## src/rtl/life_pkg.sv

```systemverilog
// Shared types, constants and small helpers for the Game of Life grid engine.
package life_pkg;

  typedef enum logic [1:0] {
    ST_IDLE = 2'd0,
    ST_RUN  = 2'd1,
    ST_RAND = 2'd2
  } life_state_t;

  localparam logic [15:0] LFSR_TAPS  = 16'hB400;
  localparam logic [15:0] LFSR_RESET = 16'hACE1;
  localparam int          NBR_W      = 4;

  // Population count of the eight neighbour bits, 0..8.
  function automatic logic [NBR_W-1:0] count_nbrs(input logic [7:0] nb);
    logic [NBR_W-1:0] n;
    n = {NBR_W{1'b0}};
    for (int i = 0; i < 8; i++) begin
      n = n + {{(NBR_W-1){1'b0}}, nb[i]};
    end
    return n;
  endfunction

  // Fibonacci step for x^16+x^14+x^13+x^11+1, shifting left.
  function automatic logic [15:0] lfsr_next(input logic [15:0] s);
    return {s[14:0], ^(s & LFSR_TAPS)};
  endfunction

endpackage

```

## src/rtl/life_cell.sv

```systemverilog
// One Game of Life cell: B3/S23 rule applied to the current state and neighbour count.
module life_cell
  import life_pkg::*;
(
  input  logic             alive,
  input  logic [NBR_W-1:0] nbr_count,
  output logic             next_alive
);

  // Two neighbours keep the current state, three always yield a live cell.
  always_comb begin
    case (nbr_count)
      4'd2:    next_alive = alive;
      4'd3:    next_alive = 1'b1;
      default: next_alive = 1'b0;
    endcase
  end

endmodule

```

## src/rtl/life_grid_engine.sv

```systemverilog
// Conway's Game of Life engine: ROWS x COLS cell array with run/step control,
// direct load and LFSR-based random fill.
module life_grid_engine
  import life_pkg::*;
#(
  parameter int ROWS   = 8,
  parameter int COLS   = 8,
  parameter int WRAP   = 1,
  parameter int SEED_W = 16,
  parameter int GEN_W  = 16
) (
  input  logic                 clk,
  input  logic                 reset,
  input  logic                 start,
  input  logic                 step,
  input  logic                 randomize,
  input  logic                 seed_load,
  input  logic [SEED_W-1:0]    seed,
  input  logic                 load,
  input  logic [ROWS*COLS-1:0] load_data,
  output logic [ROWS*COLS-1:0] grid,
  output logic [GEN_W-1:0]     gen_count,
  output logic                 busy,
  output logic                 stable,
  output logic                 extinct
);

  localparam int N     = ROWS * COLS;
  localparam int ROW_W = $clog2(ROWS);
  localparam logic [ROW_W-1:0] ROW_LAST = ROW_W'(ROWS - 1);

  if (COLS > SEED_W) begin : g_cols_check
    $error("life_grid_engine: COLS must not exceed SEED_W");
  end

  life_state_t       state_r, state_n_s;
  logic [N-1:0]      grid_r, next_s, rand_grid_s;
  logic [GEN_W-1:0]  gen_r;
  logic [SEED_W-1:0] lfsr_r;
  logic [ROW_W-1:0]  row_r;
  logic              busy_r, stable_r, extinct_r;
  logic              gen_en_s, load_en_s, seed_en_s, row_en_s, rand_start_s, rand_done_s;

  // Neighbour wiring: with WRAP=0 the missing edge neighbours are tied dead.
  for (genvar r = 0; r < ROWS; r++) begin : g_row
    for (genvar c = 0; c < COLS; c++) begin : g_col
      localparam int RU = (r + ROWS - 1) % ROWS;
      localparam int RD = (r + 1) % ROWS;
      localparam int CL = (c + COLS - 1) % COLS;
      localparam int CR = (c + 1) % COLS;
      localparam bit HU = (WRAP != 0) || (r > 0);
      localparam bit HD = (WRAP != 0) || (r < ROWS - 1);
      localparam bit HL = (WRAP != 0) || (c > 0);
      localparam bit HR = (WRAP != 0) || (c < COLS - 1);
      logic [7:0]       nb_s;
      logic [NBR_W-1:0] cnt_s;
      assign nb_s[0] = (HU && HL) ? grid_r[RU*COLS+CL] : 1'b0;
      assign nb_s[1] = HU         ? grid_r[RU*COLS+c]  : 1'b0;
      assign nb_s[2] = (HU && HR) ? grid_r[RU*COLS+CR] : 1'b0;
      assign nb_s[3] = HL         ? grid_r[r*COLS+CL]  : 1'b0;
      assign nb_s[4] = HR         ? grid_r[r*COLS+CR]  : 1'b0;
      assign nb_s[5] = (HD && HL) ? grid_r[RD*COLS+CL] : 1'b0;
      assign nb_s[6] = HD         ? grid_r[RD*COLS+c]  : 1'b0;
      assign nb_s[7] = (HD && HR) ? grid_r[RD*COLS+CR] : 1'b0;
      assign cnt_s   = count_nbrs(nb_s);
      life_cell u_cell (
        .alive      (grid_r[r*COLS+c]),
        .nbr_count  (cnt_s),
        .next_alive (next_s[r*COLS+c])
      );
    end
  end

  // Grid image with the current RAND row replaced by the low LFSR bits.
  always_comb begin
    rand_grid_s = grid_r;
    for (int r = 0; r < ROWS; r++) begin
      if (row_r == ROW_W'(r)) begin
        rand_grid_s[r*COLS +: COLS] = lfsr_r[COLS-1:0];
      end else begin
        rand_grid_s[r*COLS +: COLS] = grid_r[r*COLS +: COLS];
      end
    end
  end

  // Next-state and action decode; priority randomize > load > start > step.
  always_comb begin
    state_n_s    = state_r;
    gen_en_s     = 1'b0;
    load_en_s    = 1'b0;
    seed_en_s    = 1'b0;
    row_en_s     = 1'b0;
    rand_start_s = 1'b0;
    case (state_r)
      ST_IDLE: begin
        seed_en_s = seed_load;
        if (randomize) begin
          state_n_s    = ST_RAND;
          rand_start_s = 1'b1;
        end else if (load) begin
          load_en_s = 1'b1;
        end else if (start) begin
          state_n_s = ST_RUN;
          gen_en_s  = 1'b1;
        end else if (step) begin
          gen_en_s = 1'b1;
        end else begin
          state_n_s = ST_IDLE;
        end
      end
      ST_RUN: begin
        if (randomize) begin
          state_n_s    = ST_RAND;
          rand_start_s = 1'b1;
        end else if (start) begin
          gen_en_s = 1'b1;
        end else begin
          state_n_s = ST_IDLE;
        end
      end
      ST_RAND: begin
        row_en_s = 1'b1;
        if (row_r == ROW_LAST) begin
          state_n_s = ST_IDLE;
        end else begin
          state_n_s = ST_RAND;
        end
      end
      default: state_n_s = ST_IDLE;
    endcase
    rand_done_s = row_en_s && (row_r == ROW_LAST);
  end

  // Registered state, grid, counters and status flags.
  always_ff @(posedge clk or negedge reset) begin
    if (!reset) begin
      state_r   <= ST_IDLE;
      grid_r    <= {N{1'b0}};
      gen_r     <= {GEN_W{1'b0}};
      lfsr_r    <= LFSR_RESET;
      row_r     <= {ROW_W{1'b0}};
      busy_r    <= 1'b0;
      stable_r  <= 1'b0;
      extinct_r <= 1'b1;
    end else begin
      state_r <= state_n_s;
      busy_r  <= (state_n_s == ST_RAND);

      if (rand_start_s)  row_r <= {ROW_W{1'b0}};
      else if (row_en_s) row_r <= row_r + ROW_W'(1);
      else               row_r <= row_r;

      if (seed_en_s)     lfsr_r <= (seed == {SEED_W{1'b0}}) ? SEED_W'(1) : seed;
      else if (row_en_s) lfsr_r <= lfsr_next(lfsr_r);
      else               lfsr_r <= lfsr_r;

      if (load_en_s) begin
        grid_r    <= load_data;
        extinct_r <= (load_data == {N{1'b0}});
      end else if (gen_en_s) begin
        grid_r    <= next_s;
        extinct_r <= (next_s == {N{1'b0}});
      end else if (row_en_s) begin
        grid_r    <= rand_grid_s;
        extinct_r <= (rand_grid_s == {N{1'b0}});
      end else begin
        grid_r    <= grid_r;
        extinct_r <= extinct_r;
      end

      if (load_en_s || rand_done_s) begin
        gen_r    <= {GEN_W{1'b0}};
        stable_r <= 1'b0;
      end else if (gen_en_s) begin
        gen_r    <= gen_r + GEN_W'(1);
        stable_r <= (next_s == grid_r);
      end else begin
        gen_r    <= gen_r;
        stable_r <= stable_r;
      end
    end
  end

  assign grid      = grid_r;
  assign gen_count = gen_r;
  assign busy      = busy_r;
  assign stable    = stable_r;
  assign extinct   = extinct_r;

endmodule

```

## config.mk

```make
export PLATFORM = sky130hd
export DESIGN_NAME = life_grid_engine
export DESIGN_NICKNAME = d
export VERILOG_FILES = /design/src/rtl/life_pkg.sv /design/src/rtl/life_cell.sv /design/src/rtl/life_grid_engine.sv
export SDC_FILE = /design/constraint.sdc
export NUM_CORES = 1
export LEC_CHECK = 0
export ABC_AREA = 1
export BUFFER_PORTS_ARGS = -buffer_cell sky130_fd_sc_hd__buf_2
export CORE_ASPECT_RATIO = 0.5
export CORE_MARGIN = 2
export CORE_UTILIZATION = 60
export CTS_CLUSTER_SIZE = 8
export DETAILED_ROUTE_END_ITERATION = 6
export PLACE_DENSITY_LB_ADDON = 0.12
export SLEW_MARGIN = 20
export SYNTH_ARGS = -nofsm -noshare
export SYNTH_HDL_FRONTEND = slang
export SYNTH_SLANG_ARGS = --single-unit
```

## constraint.sdc

```tcl
create_clock -name clk -period 12.8 [get_ports clk]
set_clock_uncertainty 0.1 [all_clocks]
set_input_delay 1.28 -clock clk [delete_from_list [all_inputs] [get_ports clk]]
set_output_delay 1.28 -clock clk [all_outputs]
set_load 0.05 [all_outputs]
```

==> impl_metrics.json <==
{
  "syn_inst": 2460,
  "clock_latency_ps": 390,
  "grt_pass1_wl_um": 101000,
  "layout_common_cells": "504 x nand2_1, 481 x inv_1, 255 x fa_1",
  "drv_cap": 0,
  "cts_setup_buffers": 0,
  "final_common_cell": "nand2_1",
  "die_width_um": 255,
  "syn2layout_area_growth_pct": 5.78,
  "cts-buffers-inserted": 9,
  "root_buffer": "clkbuf_16",
  "cp_max_fo": 9,
  "fmax_mhz": 187,
  "totalWireLength_um": 66600,
  "critical_path_required_ps": 13020,
  "ant_nets": 0,
  "numPortBuffers": 169,
  "core_area_um2": 30700,
  "whs_ps": 409,
  "drt-initial-drc-count": 1995,
  "cp_data_arrival_time_ps": 5560,
  "clk_pin_slew_worst_paths_ps": 80,
  "tightest_slew_ps": 1120,
  "antenna_found_initial": 2,
  "grt_usage": 0.409,
  "setup-violations-final": 0,
  "nFillCells": 2772,
  "fp.dieH_um": 130,
  "final_nets": 3081,
  "dpl_cell_area_um2": 19700,
  "die_area_um2": 33100,
  "grt_max_degree": 80,
  "h-tree-depth": 3,
  "cts.repair.resized": 0,
  "routabilityCongestion": 1.06,
  "syn-cell-area_um2": 19000,
  "drive_gt1_frac": 0.0974,
  "postCtsHoldBufs": 0,
  "period_needed_ps": 5340,
  "multi_input_area_um2": 13800,
  "grt_overflow_total": 0,
  "fin_crit_sh": 0.417,
  "ios": 170,
  "synth_ff_type": "dfrtp_1",
  "cts.sinks": 104,
  "dp_hpwl_um": 53200,
  "hold_path.class": "reg -> reg",
  "hold_viol_final": 0,
  "critPathKind": "reg -> reg",
  "synth_edf_count": 0,
  "synth.yosys.seq_area_share": 0.138,
  "endpoint_kind": "flip-flop",
  "initial_core_util": 0.617,
  "ys_types": 41,
  "cts_buffer_depth": 2,
  "ys_async_sr_fraction": 1.00,
  "num_vias": 17800,
  "grt_pass1_vias": 17100,
  "max_slew_margin": 0.256,
  "ff_latch_area_um2": 2610,
  "r2r_slack_ps": 7460,
  "synth-seq-cells": 104,
  "slew_viol_final": 0,
  "drc_errors": 0,
  "synth_nets": 3001,
  "fp-row-count": 45,
  "yosysWarnings": 0,
  "status": "completed",
  "fin_area_um2": 20100,
  "avgSynthCellArea_um2": 7.71,
  "wl_per_cell_um": 22.4,
  "cts_tree": "done",
  "rsz0062_at_grt": "false",
  "cp-start-kind": "flip-flop",
  "finalSetupTns_ps": 0,
  "drt_pass1_iterations": 7,
  "routed_via_density": 5.99
}
## cells in the mapped netlist (2+ instances only)
library cell	instances	area [µm²]
nand2_1	504	1890
inv_1	481	1810
fa_1	255	5100
nor2_1	204	766
ha_1	199	2490
o21ai_0	158	791
dfrtp_1	95	2380
nand3_1	89	445
buf_4	68	510
a21oi_1	48	240
a211oi_1	40	300
o22ai_1	40	250
nand4_1	36	225
or2_2	36	225
a21boi_0	31	233
buf_2	26	130
nor4_1	20	125
nor3_1	17	85.1
clkbuf_1	15	56.3
xor2_1	14	123
a41oi_1	11	96.3
nand3b_1	10	75.1
o21a_1	10	75.1
dfstp_2	9	236
o2111ai_1	8	70.1
a31oi_1	6	37.5
o21ai_1	5	25.0
inv_2	4	15.0
o211ai_1	3	22.5
o31ai_1	3	22.5
a22o_1	2	17.5
nor2_4	2	22.5
o221ai_1	2	17.5
xnor2_1	2	17.5
## sequential cells by signal, indices dropped and copies added, names as in the netlist
| signal | flops |
|---|---|
| stable | 1 |
| state_r | 2 |
| busy | 1 |
| extinct | 1 |
| grid | 64 |
| gen_count | 16 |
| lfsr_r | 16 |
| row_r | 3 |
## metal layers
| metal | part of all wire | track usage | vias to the layer above |
|---|---|---|---|
| met5 | 0.0037 | 0.0458 | - |
| met4 | 0.035 | 0.131 | 6 |
| met3 | 0.16 | 0.175 | 186 |
| met2 | 0.41 | 0.600 | 1169 |
| met1 | 0.39 | 0.547 | 8512 |
| li1 | - | - | 7939 |
## worst max-delay path, stage by stage, from the launching register on
cell and delay, ps:
dfrtp_1 690, inv_1 420, fa_1 610, fa_1 430
fa_1 490, inv_1 40, ha_1 200, fa_1 530
o21ai_0 140, nor2_1 120, nand2_1 180, nand2_1 100
o21ai_0 180, nor2_1 140, nand2_1 60, nor2_1 190
nand2_1 80, nor2_1 280, nand3_1 180, nand2_1 90
## worst paths after layout
kind / start / endpoint / cells past startpoint
worst min-delay path: stable$_DFFE_PN0P_ / stable$_DFFE_PN0P_ / 2
worst max register to register: grid[13]$_DFFE_PN0P_ / stable$_DFFE_PN0P_ / 19
max in group asynchronous: reset / grid[30]$_DFFE_PN0P_ / 2
worst max-delay path: grid[13]$_DFFE_PN0P_ / stable$_DFFE_PN0P_ / 19
min in group asynchronous: reset / lfsr_r[2]$_DFFE_PN0P_ / 1
worst min register to register: stable$_DFFE_PN0P_ / stable$_DFFE_PN0P_ / 2
## stage by stage
stage          worst slack, ps   util  std cells
6_report                  7460  0.653       2972
2_1_floorplan             8710      -       2460
5_1_grt                   7290  0.652       2968
3_3_place_gp              7720  0.642       2952
4_1_cts                   7720  0.652       2968
3_5_place_dp              7740  0.642       2952
## final cells by class
cell class                 instances  share of cell area
antenna                            4            0.000499
clock inverter                     7             0.00524
sequential                       104               0.130
multi-input combinational       1761               0.690
inverter                         485              0.0907
timing repair buffer             179              0.0460
clock buffer                       9              0.0112
tap                              423              0.0264
## logic make-up (layout without fill, tap and decap cells)
logic type	Yosys count	count (layout)	share of synthesized area
AOI/OAI and AO/OA	369	369	0.117
other	0	4	0
DFF	104	104	0.138
buffers and inverters	595	680	0.133
xor gates and xnor gates	16	16	0.00739
and+or+nand+nor	922	922	0.205
adders and majority gates	454	454	0.400
Power is not shown: default switching activity piles up to over one toggle a cycle in this logic, so the estimate is an artifact.
